--- config.mk ---
export PLATFORM = sky130hd
export DESIGN_NAME = key_mode_sel
export DESIGN_NICKNAME = d
export VERILOG_FILES = /design/src/rtl/key_mode_sel.sv
export SDC_FILE = /design/constraint.sdc
export NUM_CORES = 1
export LEC_CHECK = 0
export ABC_CLOCK_PERIOD_IN_PS = 3700
export BUFFER_PORTS_ARGS = -buffer_cell sky130_fd_sc_hd__buf_4
export CORE_ASPECT_RATIO = 1.5
export CORE_MARGIN = 4
export CORE_UTILIZATION = 35
export DETAILED_ROUTE_END_ITERATION = 8
export PLACE_DENSITY = 0.57
export SLEW_MARGIN = 20
export SYNTH_ARGS = -nofsm -noshare
export SYNTH_HDL_FRONTEND = slang
export SYNTH_SLANG_ARGS = --single-unit
--- constraint.sdc ---
create_clock -name clk -period 3.7 [get_ports clk]
set_input_delay 0.74 -clock clk [delete_from_list [all_inputs] [get_ports clk]]
set_output_delay 0.74 -clock clk [all_outputs]
set_load 0.1 [all_outputs]
--- src/rtl/key_mode_sel.sv ---
// Debounced push-button front end: short press steps the 2-bit LED mode,
// long press returns it to 0.
module key_mode_sel #(
   parameter int DEBOUNCE_CYCLES = 500000,
   parameter int LONG_CYCLES     = 25000000
) (
   input  logic       clk,
   input  logic       rst,
   input  logic       key_n,
   output logic [1:0] mode,
   output logic       mode_stb,
   output logic       long_stb,
   output logic       key_pressed
);

   localparam int              DBW       = (DEBOUNCE_CYCLES > 2) ? $clog2(DEBOUNCE_CYCLES) : 1;
   localparam logic [DBW-1:0]  DB_LAST   = DBW'(DEBOUNCE_CYCLES - 1);
   localparam logic [31:0]     LONG_LAST = 32'(LONG_CYCLES - 1);

   typedef enum logic [1:0] {
      IDLE    = 2'd0,
      PRESSED = 2'd1,
      LONG    = 2'd2
   } state_t;

   logic           sync1_r;
   logic           sync2_r;
   logic           stable_r;
   logic [DBW-1:0] db_cnt_r;
   logic           key_pressed_r;
   logic [31:0]    hold_cnt_r;
   state_t         state_r;
   logic [1:0]     mode_r;
   logic           mode_stb_r;
   logic           long_stb_r;

   logic           differ_s;
   logic           db_last_s;
   logic           long_hit_s;

   // Debounce comparisons against the synchronised key level
   always_comb begin
      differ_s   = sync2_r ^ stable_r;
      db_last_s  = (db_cnt_r == DB_LAST);
      long_hit_s = (hold_cnt_r == LONG_LAST);
   end

   // Synchroniser, debounce counter and debounced key level
   always_ff @(posedge clk or posedge rst) begin
      if (rst) begin
         sync1_r       <= 1'b1;
         sync2_r       <= 1'b1;
         stable_r      <= 1'b1;
         db_cnt_r      <= '0;
         key_pressed_r <= 1'b0;
      end else begin
         sync1_r       <= key_n;
         sync2_r       <= sync1_r;
         key_pressed_r <= ~stable_r;
         if (!differ_s) begin
            db_cnt_r <= '0;
         end else if (!db_last_s) begin
            db_cnt_r <= db_cnt_r + DBW'(1);
         end else begin
            // a full run of disagreeing samples: accept the new level
            stable_r <= sync2_r;
            db_cnt_r <= '0;
         end
      end
   end

   // Press classification FSM with registered mode and strobes
   always_ff @(posedge clk or posedge rst) begin
      if (rst) begin
         state_r    <= IDLE;
         hold_cnt_r <= 32'd0;
         mode_r     <= 2'd0;
         mode_stb_r <= 1'b0;
         long_stb_r <= 1'b0;
      end else begin
         mode_stb_r <= 1'b0;
         long_stb_r <= 1'b0;
         case (state_r)
            IDLE: begin
               if (!stable_r) begin
                  state_r    <= PRESSED;
                  hold_cnt_r <= 32'd0;
               end
            end
            PRESSED: begin
               hold_cnt_r <= hold_cnt_r + 32'd1;
               // release wins over the long threshold in the same cycle
               if (stable_r) begin
                  state_r    <= IDLE;
                  mode_r     <= mode_r + 2'd1;
                  mode_stb_r <= 1'b1;
               end else if (long_hit_s) begin
                  state_r    <= LONG;
                  mode_r     <= 2'd0;
                  mode_stb_r <= 1'b1;
                  long_stb_r <= 1'b1;
               end
            end
            LONG: begin
               if (stable_r) begin
                  state_r <= IDLE;
               end
            end
            default: begin
               state_r <= IDLE;
            end
         endcase
      end
   end

   assign mode        = mode_r;
   assign mode_stb    = mode_stb_r;
   assign long_stb    = long_stb_r;
   assign key_pressed = key_pressed_r;

endmodule

==> results of run 1 <==
-- cells in the final DEF, fill, tap and decap left out, drive strengths merged --
master | Yosys | routed
xor2 | 7 | 7
nor2 | 19 | 19
nor3 | 4 | 4
and3 | 5 | 5
clkbuf | 6 | 12
nor4 | 12 | 12
nor3b | 1 | 1
o21ai | 10 | 10
a31oi | 2 | 2
and4 | 5 | 5
dfrtp | 58 | 58
o21a | 2 | 2
nor4b | 1 | 1
mux2 | 1 | 1
nand2 | 51 | 51
nand2b | 3 | 3
xnor2 | 8 | 8
a41o | 1 | 1
nand3 | 18 | 18
ha | 2 | 2
dfstp | 3 | 3
or4 | 7 | 7
clkinv | 0 | 2
a21oi | 7 | 7
inv | 7 | 7
mux2i | 27 | 27
nor2b | 2 | 2
a41oi | 1 | 1
and2 | 2 | 2
nand3b | 1 | 1
o31ai | 2 | 2
a31o | 3 | 3
or3 | 5 | 5
o41ai | 1 | 1
nand4 | 18 | 18
buf | 3 | 9
-- worst max-delay path, delay by kind of cell (launching register included) --
family / cells / cell delay, ns
DFF: 1 / 0.43
and+or+nand+nor: 3 / 1.52
muxes: 1 / 0.16
-- layer usage --
metal,vias up,GRT usage
met5,-,0
met4,0,0.06036
met3,10,0.04060
met2,19,0.2465
met1,1074,0.1467
li1,1131,-
-- cells by family (layout without fill, tap and decap cells) --
kind of cell    Yosys count  count (layout)  share of synthesized area
simple gates            154             154                     0.2700
flops                    61              61                     0.5041
compound gates           29              29                    0.06101
mux                      28              28                    0.09275
buf+inv                  16              30                    0.02061
xor+xnor                 15              15                    0.04328
fa+ha+maj                 2               2                   0.008243
-- final cells by class --
| type | count | area, um^2 |
|---|---|---|
| tap | 107 | 133.9 |
| timing repair buffer | 9 | 67.56 |
| inverter | 7 | 26.28 |
| sequential | 61 | 1530 |
| multi-input combinational | 228 | 1443 |
| clock inverter | 2 | 10.01 |
| clock buffer | 12 | 256.5 |
| fill | 835 | 4946 |
-- power by group through the flow --
stage	clock (mW)	combinational, mW	sequential, mW
4_1_cts	0.779	0.0268	0.677
3_5_place_dp	0	0.0266	0.688
5_1_grt	0.813	0.0299	0.676
3_3_place_gp	0	0.0267	0.688
6_report	0.754	0.0252	0.677
2_1_floorplan	0	0.0182	0.687
-- stage by stage --
step / std cells / total power [mW]
floorplan: 305 / 0.7049
global placement: 412 / 0.7143
detailed placement: 412 / 0.7144
CTS: 426 / 1.482
global route: 426 / 1.519
finish: 426 / 1.456
-- final timing paths --
check                            from             end  slack (ns)  cells after the start
max                        state_r[1]  hold_cnt_r[24]        1.45                      4
min                           sync1_r         sync2_r        0.36                      0
max reg2reg                state_r[1]  hold_cnt_r[24]        1.45                      4
min reg2reg                   sync1_r         sync2_r        0.36                      0
max in group asynchronous         rst        stable_r        2.34                      3
min in group asynchronous         rst  hold_cnt_r[25]        0.45                      2
-- registers in the layout, summed over array words and instances, names as in the netlist --
register	cells
hold_cnt_r	32
state_r	2
db_cnt_r	19
mode	2
sync2_r	1
long_stb	1
mode_stb	1
sync1_r	1
stable_r	1
key_pressed	1
==> metrics.csv, run 1 <==
metric,value,unit
min_period,2.250,ns
wirelength,6.319,mm
synth_seq_cells,61,
hold_ws,0.3633,ns
crit_chain,nand2b_1 > nor4_2 > nand4_1 > mux2i_1,
viasPerCell,5.244,
synth_ff_type,dfrtp_1,
wl_met1,2.663,mm
synth_nets,310,
synth_area,3035,um^2
fin_skew,0.006293,ns
arrival,2.45,ns
initial_core_util,0.3608,
cts_resized,0,
required,3.90,ns
first_pass_iters,4,
gr-total-overflow,0,
grt_usage,0.1368,
p_sw_frac,0.2052,
ys_warn_count,0,
critPathKind,register to register,
critPathMaxFanout,15,
yosysMostFrequentCell,dfrtp_1,
endpoint_kind,register,
globalplace.congestion,0.7405,
routed.top_layer,met4,
slew_headroom,0.3339,
synth.top_cells.by_count,"dfrtp_1 (58), nand2_1 (51), mux2i_1 (27), nor2_1 (19)",
hold_buffers,0,
layout-drive-gt1-share,0.1191,
timing.setup.tns,0,ns
p_int,1.157,mW
report.final.slew_viol_count,0,
synthCells,305,
crit_path_start_kind,register,
dieArea,10260,um^2
ys_seq_area_frac,0.5041,
p_comb_frac,0.017,
seqPwrFrac,0.465,
clk_path_buf_depth,2,
dr_wl_met2,3.379,mm
hp-class,register to register,
cts_made_buffers,9,
synth_top_cells_by_area,"dfrtp_1 (48%), mux2i_1 (8.9%), nand2_1 (6.3%), nand4_1 (3.5%), nand3_1 (2.8%)",
worst_path_max_delay_cell,nor4_2,
place_hpwl,4.449,mm
ant_nets,0,
num_vias,2234,
antenna_found_initial,0,
clk-insertion-delay-late,0.33,ns
synth_edf_count,0,
core,8413,um^2
avgSynthCellArea,9.952,um^2
wl_per_cell,14.83,um
power.switching,0.2988,mW
die_y,122.1,um
routed-wl-met3,139,um
fin_area,3467,um^2
cap_violations,0,
max_stage_delay,0.89,ns
rsz0062_at_grt,false,
drc,0,
yosysTopAreaCellShare,0.4782,
clkSinkCount,61,
dpl_cell_area,3201,um^2
rows,41,
htree_levels,3,
dieWidth,84.04,um
synth.largest_area_cell,dfrtp_1,
cts_tree,built,
p_leak,1.569,nW
drt_iter0_drc,118,
tightest_slew,0.9901,ns
max_freq,444.5,MHz
period_share,0.6081,
pre_cts_ws,1.430,ns
postCtsSetupBuffers,0,
status,completed,
grt_start_max_net_pins,41,
cts_root_buf,clkbuf_16,
post_synth_num_cell_types,41,
post-route-util,0.4121,
finalNetCount,321,
power.density,420.0,nW/um^2
clkPwrFrac,0.518,
syn_to_final_growth,14.22,%
ios,8,
setup_violations,0,
antennaDiodeCount,0,
async_flop_share,1.000,
grt_pass1_vias,2270,
grt_pass1_wl,11.01,mm
finalHoldViolCount,0,
portBuffers,7,
clk_pin_slew,0.05,ns
irDropWorstVdd,278.0,uV
setup_ws,1.450,ns
(Power assumes the default switching activity.)
==> run 2: changes to the inputs <==
- ABC_CLOCK_PERIOD_IN_PS: 3700 -> 2040
- PLACE_DENSITY: 0.57 -> 0.59
- clock period: 3.7 -> 2.04 ns (I/O delays scaled with it)
==> metrics.csv, run 2 (synthesized netlist as in run 1, its figures left out) <==
metric,value,unit
viasPerCell,5.322,
portBuffers,7,
pre_cts_ws,0.02549,ns
cts_root_buf,clkbuf_16,
grt_usage,0.1425,
cap_violations,0,
layout-drive-gt1-share,0.1837,
hp-class,input port to asynchronous set/reset pin,
antenna_found_initial,0,
path_depth,5,
finalHoldViolCount,0,
reg_top3,"hold_cnt_r (32), db_cnt_r (19)",
wirelength,6.605,mm
irDropWorstVdd,457.8,uV
instances_no_fill,450,
drt_iter0_drc,113,
slew_headroom,0.6919,
syn_to_final_growth,22.26,%
crit_top_cell,or4_4,
worst_path_max_delay_cell,or4_4,
globalplace.congestion,0.7841,
clk-insertion-delay-late,0.33,ns
seqPwrFrac,0.420,
p_int,2.367,mW
initial_core_util,0.3608,
arrival,2.25,ns
tightest_slew,0.4580,ns
report.final.slew_viol_count,0,
hold_buffers,0,
p_leak,1.714,nW
crit_chain,ha_1 > nand4_1 > or4_4 > or4_4 > a21oi_2,
gr-total-overflow,0,
min_period,1.989,ns
p_comb_frac,0.018,
fin_skew,0.007857,ns
crit_buf_inv,0,
r2r_cells,5,
htree_levels,3,
core,8413,um^2
clk_path_buf_depth,2,
largest_reg_flops,32,
cts_tree,built,
cp-endpoint,db_cnt_r[18],
crit_path_start_kind,register,
dieArea,10260,um^2
first_pass_iters,4,
final_cell_mix,"dfrtp_1 (58), nand2_1 (51), buf_4 (30)",
grt_pass1_vias,2442,
max_freq,502.7,MHz
r2r_end,db_cnt_r[18],
place_hpwl,4.695,mm
dieWidth,84.04,um
setup_violations,0,
regMostFlops,hold_cnt_r,
max_stage_delay,0.57,ns
clk_pin_slew,0.05,ns
clkPwrFrac,0.561,
ff2ff_setup_slack,0.05,ns
endpoint_kind,register,
required,2.30,ns
grt_pass1_wl,11.63,mm
rows,41,
period_share,0.9750,
power.switching,0.5541,mW
crit_family,simple AND/OR/NAND/NOR gates,
cp-startpoint,db_cnt_r[0],
ant_nets,0,
r2r_start,db_cnt_r[0],
drc,0,
power.density,787.1,nW/um^2
setup_ws,0.05090,ns
grt_start_max_net_pins,62,
antennaDiodeCount,0,
place_inst,433,
critPathMaxFanout,5,
status,completed,
critPathKind,register to register,
clkSinkCount,61,
finalNetCount,343,
cts_made_buffers,9,
wl_per_cell,14.68,um
num_vias,2395,
ios,8,
mostFrequentLayoutCell,dfrtp_1,
die_y,122.1,um
p_sw_frac,0.1897,
run 2: layout make-up:
cell class	count	area, um^2
Clock inverter	4	70.07
Timing Repair Buffer	31	245.2
Multi-Input combinational cell	228	1449
Fill cell	800	4702
Sequential cell	61	1530
Clock buffer	12	256.5
Tap cell	107	133.9
Inverter	7	26.28
run 2: worst min-delay path by stage:
stage	startpoint	end	slack, ns
floorplan	sync1_r	sync2_r	0.35
global placement	sync1_r	sync2_r	0.35
detailed placement	sync1_r	sync2_r	0.35
CTS	rst	db_cnt_r[6]	0.15
global route	rst	db_cnt_r[6]	0.17
finish	rst	db_cnt_r[6]	0.15
run 2: metal layers:
metal	GRT usage	vias to the layer above	part of all wire
met2	0.2505	28	0.55
li1	-	1178	-
met1	0.1559	1170	0.40
met4	0.07545	0	0.029
met5	0	-	0
met3	0.03789	19	0.025
run 2: metrics by stage:
| step | setup TNS (ns) | util | hold WS, ns | instance area [um^2] | power, mW |
|---|---|---|---|---|---|
| after global routing | -0.001348 | 0.4411 | 0.1721 | 3711 | 3.024 |
| after floorplan | 0 | - | 0.3452 | 3035 | 1.279 |
| after CTS | 0 | 0.4395 | 0.1526 | 3697 | 2.966 |
| after global placement | 0 | 0.4007 | 0.3475 | 3371 | 1.303 |
| final | 0 | 0.4411 | 0.1509 | 3711 | 2.921 |
| after detailed placement | 0 | 0.4007 | 0.3505 | 3371 | 1.303 |
run 2: repair_timing:
| item | 4_1_cts | 5_1_grt |
|---|---|---|
| setup buffers | 0 | 1 |
| resized for setup | 0 | 1 |
| setup endpoints to repair | 0 | 2 |
run 2: power groups by stage:
stage               Combinational [mW]  Sequential, mW  Clock [mW]
floorplan                       0.0329            1.25           0
global route                    0.0630            1.23        1.73
finish                          0.0533            1.23        1.64
detailed placement              0.0554            1.25           0
CTS                             0.0560            1.23        1.68
global placement                0.0560            1.25           0
run 2: worst min-delay path: cells and delay by family:
kind,cells,cell delay (ns)
buf+inv,3,0.46
